`src/rtl/tally_rate_window_pkg.sv`:
```
// Shared widths, state encoding and limits for the tally rate window block.
package tally_rate_pkg;

  localparam int TALLY_W = 32;
  localparam int DROP_W  = 8;

  localparam logic [DROP_W-1:0] DROP_MAX = '1;

  typedef enum logic {
    IDLE = 1'b0,
    RUN  = 1'b1
  } trw_state_t;

endpackage

```
`src/rtl/tally_rate_window_if.sv`:
```
// Single-entry result channel carrying one window's increment and its index.
// A result transfers on a clock edge where valid_out && ready_in. The master holds
// delta_out and window_idx_out stable while valid_out=1 and ready_in=0.
interface tally_rate_window_if #(
  parameter int IDX_W = 16
);
  import tally_rate_pkg::*;

  logic               valid_out;
  logic               ready_in;
  logic [TALLY_W-1:0] delta_out;
  logic [IDX_W-1:0]   window_idx_out;

  modport master (
    output valid_out,
    output delta_out,
    output window_idx_out,
    input  ready_in
  );

  modport slave (
    input  valid_out,
    input  delta_out,
    input  window_idx_out,
    output ready_in
  );

endinterface

```
`src/rtl/tally_rate_window_timer.sv`:
```
// Window length counter: tc pulses on the edge where the count reaches
// WINDOW_CYCLES-1, then the count restarts from zero.
module window_timer #(
  parameter int unsigned WINDOW_CYCLES = 100_000_000
) (
  input  logic clk_in,
  input  logic rst_in,
  input  logic run,
  input  logic restart,
  output logic tc
);

  localparam int CW = $clog2(WINDOW_CYCLES);
  localparam logic [CW-1:0] LAST = CW'(WINDOW_CYCLES - 1);

  logic [CW-1:0] count;

  assign tc = run && (count == LAST);

  // Dropping run discards the partial window so the next one starts clean.
  always_ff @(posedge clk_in) begin
    if (rst_in || restart || !run) begin
      count <= '0;
    end else if (count == LAST) begin
      count <= '0;
    end else begin
      count <= count + CW'(1);
    end
  end

endmodule

```
`src/rtl/tally_rate_window.sv`:
```
// Turns a free-running 32-bit tally into per-window increments, presented on a
// single-entry valid/ready slot, with a saturating count of dropped windows.
module tally_rate_window
  import tally_rate_pkg::*;
#(
  parameter int unsigned WINDOW_CYCLES = 100_000_000,
  parameter int          IDX_W         = 16
) (
  input  logic               clk_in,
  input  logic               rst_in,
  input  logic [TALLY_W-1:0] tally_in,
  input  logic               enable_in,
  tally_rate_window_if.master out_if,
  output logic [DROP_W-1:0]  drop_count_out,
  output trw_state_t         state_dbg
);

  trw_state_t         state;
  trw_state_t         state_nx;
  logic [TALLY_W-1:0] baseline;
  logic [IDX_W-1:0]   win_idx;
  logic               valid_r;
  logic [TALLY_W-1:0] delta_r;
  logic [IDX_W-1:0]   idx_r;
  logic [DROP_W-1:0]  drop_cnt;

  logic               boundary;
  logic               consume;
  logic               slot_free;
  logic [TALLY_W-1:0] result;

  window_timer #(
    .WINDOW_CYCLES(WINDOW_CYCLES)
  ) u_timer (
    .clk_in  (clk_in),
    .rst_in  (rst_in),
    .run     ((state == RUN) && enable_in),
    .restart (state == IDLE),
    .tc      (boundary)
  );

  // Unsigned subtraction absorbs upstream wrap.
  assign result    = tally_in - baseline;
  assign consume   = valid_r && out_if.ready_in;
  assign slot_free = !valid_r || out_if.ready_in;

  always_ff @(posedge clk_in) begin
    if (rst_in) begin
      state <= IDLE;
    end else begin
      state <= state_nx;
    end
  end

  always_comb begin
    state_nx = state;
    case (state)
      IDLE:    if (enable_in)  state_nx = RUN;
      RUN:     if (!enable_in) state_nx = IDLE;
      default: state_nx = IDLE;
    endcase
  end

  // Baseline, window index, output slot and drop counter.
  always_ff @(posedge clk_in) begin
    if (rst_in) begin
      baseline <= '0;
      win_idx  <= '0;
      valid_r  <= 1'b0;
      delta_r  <= '0;
      idx_r    <= '0;
      drop_cnt <= '0;
    end else begin
      if ((state == IDLE) && enable_in) begin
        baseline <= tally_in;
      end
      if (boundary) begin
        baseline <= tally_in;
        win_idx  <= win_idx + IDX_W'(1);
        if (slot_free) begin
          delta_r <= result;
          idx_r   <= win_idx;
          valid_r <= 1'b1;
        end else if (drop_cnt != DROP_MAX) begin
          drop_cnt <= drop_cnt + DROP_W'(1);
        end
      end else if (consume) begin
        valid_r <= 1'b0;
      end
    end
  end

  assign out_if.valid_out      = valid_r;
  assign out_if.delta_out      = delta_r;
  assign out_if.window_idx_out = idx_r;
  assign drop_count_out        = drop_cnt;
  assign state_dbg             = state;

endmodule

```
`src/flat_wrapper.sv`:
```
// flat-port wrapper written by rule: the top's interface ports become plain ports
module tally_rate_window_flat import tally_rate_pkg::*;
#(
  parameter int unsigned WINDOW_CYCLES = 100_000_000,
  parameter int          IDX_W         = 16
)
  (clk_in, rst_in, tally_in, enable_in, drop_count_out, state_dbg, out_if_valid_out, out_if_delta_out, out_if_window_idx_out, out_if_ready_in);
  tally_rate_window_if #(.IDX_W(IDX_W)) out_if_i ();
  input  logic clk_in;
  input  logic rst_in;
  input  logic [TALLY_W-1:0] tally_in;
  input  logic enable_in;
  output logic [DROP_W-1:0] drop_count_out;
  output trw_state_t state_dbg;
  output wire logic [$bits(out_if_i.valid_out)-1:0] out_if_valid_out;
  output wire logic [$bits(out_if_i.delta_out)-1:0] out_if_delta_out;
  output wire logic [$bits(out_if_i.window_idx_out)-1:0] out_if_window_idx_out;
  input wire logic [$bits(out_if_i.ready_in)-1:0] out_if_ready_in;
  assign out_if_valid_out = out_if_i.valid_out;
  assign out_if_delta_out = out_if_i.delta_out;
  assign out_if_window_idx_out = out_if_i.window_idx_out;
  assign out_if_i.ready_in = out_if_ready_in;
  tally_rate_window #(.WINDOW_CYCLES(WINDOW_CYCLES), .IDX_W(IDX_W)) u_core (.clk_in(clk_in), .rst_in(rst_in), .tally_in(tally_in), .enable_in(enable_in), .out_if(out_if_i), .drop_count_out(drop_count_out), .state_dbg(state_dbg));
endmodule
```
`config.mk`:
```
export PLATFORM = sky130hd
export DESIGN_NAME = tally_rate_window_flat
export DESIGN_NICKNAME = d
export VERILOG_FILES = /design/src/rtl/tally_rate_window_pkg.sv /design/src/rtl/tally_rate_window_if.sv /design/src/rtl/tally_rate_window_timer.sv /design/src/rtl/tally_rate_window.sv /design/src/flat_wrapper.sv
export SDC_FILE = /design/constraint.sdc
export NUM_CORES = 1
export LEC_CHECK = 0
export BUFFER_PORTS_ARGS = -buffer_cell sky130_fd_sc_hd__clkbuf_2
export CAP_MARGIN = 10
export CORE_ASPECT_RATIO = 0.7
export CORE_MARGIN = 2
export CORE_UTILIZATION = 37
export DETAILED_ROUTE_END_ITERATION = 10
export REMOVE_ABC_BUFFERS = 1
export SLEW_MARGIN = 10
export SYNTH_ARGS = -nofsm -noshare
export SYNTH_HDL_FRONTEND = slang
export SYNTH_SLANG_ARGS = --single-unit
```
`constraint.sdc`:
```
create_clock -name clk_in -period 5.17 [get_ports clk_in]
set_input_delay 1.034 -clock clk_in [delete_from_list [all_inputs] [get_ports clk_in]]
set_output_delay 1.034 -clock clk_in [all_outputs]
set_load 0.02 [all_outputs]
```
==> results of run 1 <==
[final timing paths]
check	cells after the start	from	endpoint	slack (ns)
max	12	tally_in[0]	u_core.out_if.delta_out[22]	1.91
min	2	u_core.out_if.delta_out[20]	u_core.out_if.delta_out[20]	0.45
max reg2reg	9	u_core.u_timer.count[0]	u_core.out_if.delta_out[26]	1.92
min reg2reg	2	u_core.out_if.delta_out[20]	u_core.out_if.delta_out[20]	0.45
[registers in the layout, indices dropped and copies added (netlist names)]
name / cells
u_core.out_if.window_idx_out: 16
u_core.out_if.valid_out: 1
u_core.u_timer.count: 27
u_core.state_dbg: 1
u_core.win_idx: 16
u_core.drop_count_out: 8
u_core.out_if.delta_out: 32
u_core.baseline: 32
[cells by family after synthesis]
| logic type | count (synthesis) | share of synthesized area, % |
|---|---|---|
| buf+inv | 81 | 4.568 |
| compound gates | 160 | 14.29 |
| xor+xnor | 58 | 7.389 |
| flops | 133 | 38.73 |
| mux | 35 | 5.096 |
| fa+ha+maj | 35 | 6.479 |
| simple gates | 344 | 23.46 |
[per-stage QoR]
step | util (%) | setup slack (ns) | instances | area [um2] | hold WS (ns)
after floorplan | - | 1.761 | 806 | 6715 | 0.4300
after global placement | 41.53 | 1.583 | 1140 | 7521 | 0.4400
after detailed placement | 41.53 | 1.549 | 1140 | 7521 | 0.4457
after CTS | 44.85 | 1.874 | 1172 | 8122 | 0.4542
after global routing | 44.85 | 1.605 | 1172 | 8122 | 0.4735
final | 44.85 | 1.909 | 1172 | 8122 | 0.4507
[power groups by stage]
| stage | registers (mW) | logic (mW) | clock network (mW) |
|---|---|---|---|
| after floorplan | 1.07 | 0.225 | 0 |
| after global placement | 1.07 | 0.313 | 0 |
| after detailed placement | 1.07 | 0.313 | 0 |
| after CTS | 1.05 | 0.316 | 1.27 |
| after global routing | 1.05 | 0.354 | 1.31 |
| final | 1.05 | 0.319 | 1.24 |
[Yosys cell counts (13+ instances only)]
master,count,area [um2]
dfxtp_1,133,2663
nor2_1,118,442.9
nand2_1,98,367.9
a21oi_1,71,355.3
inv_1,40,150.1
nand3_1,40,200.2
mux2i_1,35,350.3
ha_1,34,425.4
xor2_1,33,289.0
clkbuf_1,30,112.6
xnor2_1,25,219.0
o21ai_0,21,105.1
a21o_1,19,142.6
nand4_1,13,81.33
nor3_1,13,65.06
[critical path: cells and delay by family]
family	cells	cell delay [ns]
AO/OA/AOI/OAI	5	1.09
adder cells (fa/ha/maj)	2	0.65
AND/OR/NAND/NOR	3	0.72
buffers and inverters	2	0.12
[final cells by class]
type | count | area, um2
tap | 236 | 295.3
sequential | 133 | 2663
timing repair buffer | 98 | 505.5
multi-input combinational | 632 | 3904
fill | 1809 | 9987
inverter | 41 | 153.9
clock buffer | 20 | 446.7
clock inverter | 12 | 153.9
[routing by layer]
layer  wire length, um  GRT usage, %  vias up
met4               115         4.688        0
met2              6785         24.10      128
li1                  -             -     3069
met5                 0             0        -
met3               843         4.405       12
met1              9057         26.56     2723
==> results.md, run 1 <==
- Status: completed
- Slew Viols, Final: 0
- CTS tree: yes
- Commonest non-fill, non-tap cell in the layout: dfxtp_1
- Final critical-path required period: around 3.3 ns
- Fraction of registers with async set/reset: 0%
- Top_reg_cell synth: dfxtp_1
- Vias in the first global route: 5,460
- Clk slew on worst S/H paths: 0.06 ns
- Chip Width: roughly 170 um
- Initial antenna violation count: 0
- Core region area: between 15,000 and 20,000 um2
- CP Data Arrival Time: 3.62 ns
- Clk_skew: between 0.007 and 0.008 ns
- Layout cells sized above 1: between 10% and 20%
- Post-Route WL: 16,800 um
- Register area share after synthesis: between 30% and 40%
- Final Cycle Share: between 60 and 70%
- Max-cap viol count: 0
- H-tree Lvls: 4
- Slew Limit Headroom: between 30% and 40%
- Yosys warnings: 0
- Crit-path max cell delay: around 0.41 ns
- CP Capture Type: register
- Clk pwr share: between 40 and 50%
- Post-DRT Antenna Nets: 0
- Mapped Avg Cell Area: 8.127 um2
- Residual DRC: 0
- Total grt overflow: 0
- # port buffers: between 90 and 100
- Mapped Area: approximately 7000 um2
- Switching pwr: roughly 0.67 mW
- Via density: roughly 5.1
- Clk buf depth: 2
- GP Congestion: 0.8079
- RSZ-0062 raised after global routing: no
- Buffers inserted by post-CTS timing repair: 0
- Iter 0 DRT Violations: between 400 and 500
- Netlist cell types: between 60 and 70
- Final Total Pwr: about 2.6 mW
- P per Cell Area: approximately 320 nW/um2
- Vias: around 6,000
- CTS resizes: 0
- # diodes: 0
- Sequential power share: 40.2%
- Gate Count Post-Synth: 846
- Max Freq: between 300 and 400 MHz
- Post-CTS Hold Fix Bufs: 0
- Hpwl dp: 11,820 um
- Post-layout nets: ~1,000
- Detailed-route wire length per cell: approximately 14 um
- Total CTS buffers: 17
- # IOs: 94
- Area Overhead vs Synth: 18.13%
- Net Sw Frac: about a quarter
- Post-synth EDFFs: 0
- HP Class: register to register
- Largest net degree at the start of global routing: 58
- Internal Power: about 1.9 mW
- Initial Util: between 30% and 40%
- CP Cell Sequence: clkbuf_2, inv_1, ha_1, fa_1, nor2b_1, o31ai_1, a211oi_1, o211ai_1, a21oi_1, o21ai_0, or4_1, nand3_1
- Gate power share: about an eighth
- Die height: between 100 and 150 um
- Most frequent cells in the layout: dfxtp_1, nor2_1, nand2_1
- Final Hold Fails: 0
- Peak VDD IR: approximately 0.16 mV
- Clock Tree Root: clkbuf_16
- Leak Pwr: between 3 and 4 nW
- Clock network latency to the later pin of the worst-skew pair: about 0.42 ns
- Row count: a little over 40
- Slowest CP cell: or4_1
- DIE AREA: slightly below 20,000 um2
- Startpoint Class: input pin
- Required @ worst endpoint: 5.53 ns
- Fin Setup TNS: 0 ns
- Slew @ Worst Pin: 1.011 ns
- Initial DRT Pass Iterations: 5
- Crit-path max FO: 4
- Yosys reg bits: around 130
- Clk sinks: roughly 130
- Setup CP Type: input pin to register
- Final setup vio count: 0
- Gr usage total: between 15 and 20%
- First-pass GRT wire length: between 20,000 and 30,000 um
Note: power is estimated with default switching activity, not from simulation.
==> inputs of run 2 (changes only) <==
clock period = 3.4 ns   (was 5.17 ns; I/O delays follow)
==> run 2 against run 1 <==
  * Total power grew 48%
  * Highest routed layer unchanged
  * Cell area increased by 0.32%
  * Critical endpoint unchanged
  * Combinational power rose by 52%
==> results.md, run 2 (synthesis results as in run 1) <==
- Status: completed
- Crit-path max FO: 4
- Clk slew on worst S/H paths: around 0.06 ns
- Die height: 118.1 um
- Residual DRC: 0
- Final setup vio count: 0
- Internal Power: approximately 2.9 mW
- Max Freq: between 300 and 400 MHz
- Commonest non-fill, non-tap cell in the layout: dfxtp_1
- Met3 WL: 680 um
- Cell Area, Placed: between 7000 and 8000 um2
- Final core utilization: 44.99%
- Net Sw Frac: between 20% and 30%
- Gate power share: 12.6%
- Clk_skew: 0.009932 ns
- Total grt overflow: 0
- Slew Viols, Final: 0
- Min Hold Slack: between 0.4 and 0.5 ns
- CTS resizes: 0
- Post-DRT Antenna Nets: 0
- Buffers inserted by post-CTS timing repair: 0
- # IOs: between 90 and 100
- Sequential power share: around two fifths
- Post-route cell area: ~8100 um2
- CP Capture Type: register
- # diodes: 0
- Max-cap viol count: 0
- Vias: around 5,900
- Most frequent cells in the layout: dfxtp_1, nor2_1, nand2_1
- Row count: between 40 and 50
- # port buffers: 93
- Leak Pwr: around 3.3 nW
- Chip Width: around 170 um
- Hpwl dp: between 10,000 and 15,000 um
- Initial antenna violation count: 0
- Setup CP Type: input pin to register
- Clk pwr share: between 40 and 50%
- Clock Tree Root: clkbuf_16
- Clk sinks: roughly 130
- Iter 0 DRT Violations: around 350
- Total CTS buffers: 17
- Clk buf depth: 2
- Slew Limit Headroom: 51.93%
- H-tree Lvls: 4
- Clock network latency to the later pin of the worst-skew pair: around 0.43 ns
- Required @ worst endpoint: between 3 and 4 ns
- Met2 layer wire length in the routed design: around 6300 um
- RSZ-0062 raised after global routing: no
- GP Congestion: approximately 0.83
- CTS tree: yes
- Slew @ Worst Pin: about 0.7 ns
- Vias in the first global route: between 5,000 and 6,000
- Layout cells sized above 1: 15.15%
- Final Cycle Share: about 90%
- Initial DRT Pass Iterations: 4
- Reg2reg setup slack: roughly 0.5 ns
- Final critical-path required period: between 2 and 3 ns
- HP Class: register to register
- DIE AREA: between 15,000 and 20,000 um2
- P per Cell Area: 474.4 nW/um2
- Initial Util: a little under two fifths
- Area Overhead vs Synth: 18.51%
- Fillers: 1,836
- Post-CTS Hold Fix Bufs: 0
- Gr usage total: between 10% and 20%
- Switching pwr: 0.9999 mW
- Post-Route WL: ~16,000 um
- Top layer in use: met4
- Core region area: approximately 18,000 um2
- Fin Setup TNS: 0 ns
- Final Hold Fails: 0
- First-pass GRT wire length: around 27,000 um
- Largest net degree at the start of global routing: a little under 70
- Post-layout nets: ~1,000
- Wire length on met1: approximately 9200 um
- Detailed-route wire length per cell: between 10 and 15 um
- Peak VDD IR: between 0.2 and 0.3 mV
- Startpoint Class: input pin
- Via density: 4.980
- CP Data Arrival Time: between 3 and 4 ns
==> run 2: worst max-delay path: stages <==
cell      delay, ns
clkbuf_2       0.07
inv_1          0.04
ha_1           0.27
fa_1           0.41
nor2b_1        0.23
o31ai_1        0.15
a211oi_1       0.41
o211ai_1       0.25
a21oi_1        0.20
o21ai_0        0.12
or4_1          0.41
nand3_1        0.09
==> run 2: cell type report <==
type	instances	area [um2]	area share (%)
clock buffers	25	495.5	6.081
clock inverters	7	71.32	0.8753
inverters	41	153.9	1.889
multi-input cells	632	3904	47.91
flip-flops and latches	133	2663	32.68
well taps	236	295.3	3.624
repair buffers	106	565.5	6.941
==> run 2: metal layers <==
metal	vias up	GRT usage, %
li1	3078	-
met1	2681	26.55
met2	105	22.84
met3	12	4.069
met4	0	4.957
met5	-	0
==> run 2: final timing paths <==
| check | start | endpoint | cells past startpoint |
|---|---|---|---|
| worst max-delay path | tally_in[0] | u_core.out_if.delta_out[22] | 12 |
| worst min-delay path | u_core.out_if.window_idx_out[11] | u_core.out_if.window_idx_out[11] | 2 |
| worst min register to register | u_core.out_if.window_idx_out[11] | u_core.out_if.window_idx_out[11] | 2 |
| worst max register to register | u_core.baseline[0] | u_core.out_if.delta_out[22] | 10 |
==> run 2: metrics by stage <==
step	worst slack [ns]	std cells	total power [mW]
2_1_floorplan	0.1716	806	1.968
5_1_grt	0.2432	1180	4.039
6_report	0.4252	1180	3.866
3_5_place_dp	0.03054	1148	2.110
4_1_cts	0.4760	1180	3.905
3_3_place_gp	0.05858	1148	2.110
==> run 2: power by group through the flow <==
stage | logic, mW | registers [mW] | clock network, mW
floorplan | 0.342 | 1.63 | 0
global placement | 0.482 | 1.63 | 0
detailed placement | 0.481 | 1.63 | 0
CTS | 0.484 | 1.59 | 1.83
global route | 0.547 | 1.60 | 1.89
finish | 0.485 | 1.59 | 1.79
==> inputs of run 3 (changes only) <==
CORE_UTILIZATION = 40   (was 37)
==> run 3 against run 2 <==
  * Cell area up 0.57%
  * Maximum frequency increased by 4.2%
  * Sequential share of layout area decreased by 0.18 points
  * Combinational power is 1% higher
  * Register-to-register slack gained 0.09 ns
  * Clock skew increased by 0.00051 ns
  * Non-clock buffer count up 2
  * Sequential cell count did not move
  * Count of clock-buffer cells in the layout is 8 lower
  * Wire length grew 0.10%
  * Clock power is 5% higher
  * First-iteration DRC count shrank 4.5%
  * Largest power group unchanged
==> results.md, run 3 (synthesis results as in run 1) <==
- Status: completed
- CTS resizes: 0
- Required @ worst endpoint: approximately 3.8 ns
- Initial antenna violation count: 0
- Area Overhead vs Synth: 19.18%
- Final setup vio count: 0
- Post-layout nets: 1,004
- # diodes: 0
- Max-cap viol count: 0
- Clock Tree Root: clkbuf_16
- Core region area: 17,020 um2
- DIE AREA: between 15,000 and 20,000 um2
- Clk pwr share: between 40 and 50%
- Crit-path max FO: 4
- Most frequent cells in the layout: dfxtp_1, nor2_1, nand2_1
- First-pass GRT wire length: approximately 27,000 um
- Buffers inserted by post-CTS timing repair: 0
- Fillers: about 1,700
- HP Class: register to register
- Residual DRC: 0
- Initial DRT Pass Iterations: 5
- Chip Width: approximately 160 um
- Internal Power: just under 3 mW
- Clk sinks: 133
- Fin Setup TNS: 0 ns
- FF-to-FF Start: u_core.baseline[1]
- CTS tree: yes
- Detailed-route wire length per cell: about 14 um
- Initial Util: 40.40%
- Register area: around 2700 um2
- Final critical-path required period: 2.856 ns
- H-tree Lvls: 4
- Total grt overflow: 0
- Vias: 5,999
- Switching pwr: 1.029 mW
- Largest net degree at the start of global routing: 50
- Cell Area, Placed: around 7600 um2
- Post-CTS Hold Fix Bufs: 0
- Via density: 5.097
- Hpwl dp: around 12,000 um
- GP Congestion: ~0.83
- CP Capture Type: register
- Slew Limit Headroom: approximately three fifths
- Final Cycle Share: a little over four fifths
- CP Data Arrival Time: 3.21 ns
- Layout cells sized above 1: 15.75%
- Die height: roughly 110 um
- Crit path from: tally_in[0]
- Row count: 40
- Clk slew on worst S/H paths: 0.06 ns
- Clk buf depth: 2
- Slew @ Worst Pin: around 0.63 ns
- Final Hold Fails: 0
- Net Sw Frac: 25.93%
- Setup CP Type: input pin to register
- RSZ-0062 raised after global routing: no
- Total CTS buffers: 17
- Max Freq: approximately 350 MHz
- Startpoint Class: input pin
- Post-Route WL: around 16,000 um
- Clock network latency to the later pin of the worst-skew pair: 0.42 ns
- Gate power share: approximately an eighth
- Sequential power share: ~40%
- Peak VDD IR: about 0.23 mV
- Iter 0 DRT Violations: around 340
- # IOs: 94
- Commonest non-fill, non-tap cell in the layout: dfxtp_1
- Slew Viols, Final: 0
- Vias in the first global route: between 5,000 and 6,000
- P per Cell Area: a little under 500 nW/um2
- Multi-input logic area: 3904 um2
- Post-DRT Antenna Nets: 0
- Clk_skew: about 0.010 ns
- Post-route cell area: 8194 um2
- # port buffers: just over 90
- Gr usage total: 18.25%
- Hold Path Origin: u_core.out_if.window_idx_out[10]
- Leak Pwr: about 3.4 nW
-- run 3: cell types whose count changed in the layout (fill, tap and decap cells not counted), sizes merged --
cell      change
clkinv        +3
inv           +2
clkinvlp      +1
buf           +2
bufinv        +2
clkbuf        -8
-- run 3: per-layer routing --
| layer | track usage, % | up-vias | routed length, um | part of all wire, % |
|---|---|---|---|---|
| li1 | - | 3083 | - | - |
| met4 | 4.286 | 0 | 140 | 0.86 |
| met5 | 0 | - | 0 | 0 |
| met3 | 4.473 | 12 | 778 | 4.8 |
| met1 | 27.80 | 2774 | 8860 | 54 |
| met2 | 25.72 | 130 | 6518 | 40 |
-- run 3: final cells by class --
class	instances	share of cell area (%)
clock buffers	17	5.192
clock inverters	15	2.184
inverters	41	1.878
multi-input cells	632	47.64
flip-flops and latches	133	32.49
well taps	231	3.527
repair buffers	108	7.085
-- run 3: critical path, stage by stage --
cell and delay [ns]:
clkbuf_2 0.07, inv_1 0.04, ha_1 0.25, fa_1 0.40
nor2b_1 0.20, o31ai_1 0.13, a211oi_1 0.33, o211ai_1 0.24
a21oi_1 0.22, o21ai_0 0.12, or4_1 0.42, nand3_1 0.09
-- run 3: power by group through the flow --
stage | sequential (mW) | clock (mW) | combinational [mW]
final | 1.59 | 1.88 | 0.490
after global routing | 1.60 | 2.00 | 0.547
after CTS | 1.59 | 1.92 | 0.489
after detailed placement | 1.63 | 0 | 0.484
after global placement | 1.63 | 0 | 0.485
after floorplan | 1.63 | 0 | 0.342
-- run 3: final timing paths --
check | slack [ns] | cells after the start | to
min reg2reg | 0.45 | 2 | u_core.out_if.window_idx_out[10]
min | 0.45 | 2 | u_core.out_if.window_idx_out[10]
max | 0.54 | 12 | u_core.out_if.delta_out[22]
max reg2reg | 0.59 | 10 | u_core.out_if.delta_out[25]
-- run 3: stage by stage --
step | util [%] | hold slack, ns | power (mW) | std cells | setup slack, ns
6_report | 48.15 | 0.4502 | 3.969 | 1177 | 0.5439
5_1_grt | 48.15 | 0.4687 | 4.139 | 1177 | 0.3087
4_1_cts | 48.15 | 0.4518 | 4.004 | 1177 | 0.5897
3_5_place_dp | 44.60 | 0.4447 | 2.113 | 1145 | 0.1754
3_3_place_gp | 44.60 | 0.4399 | 2.112 | 1145 | 0.2309
2_1_floorplan | - | 0.4300 | 1.968 | 806 | 0.1716
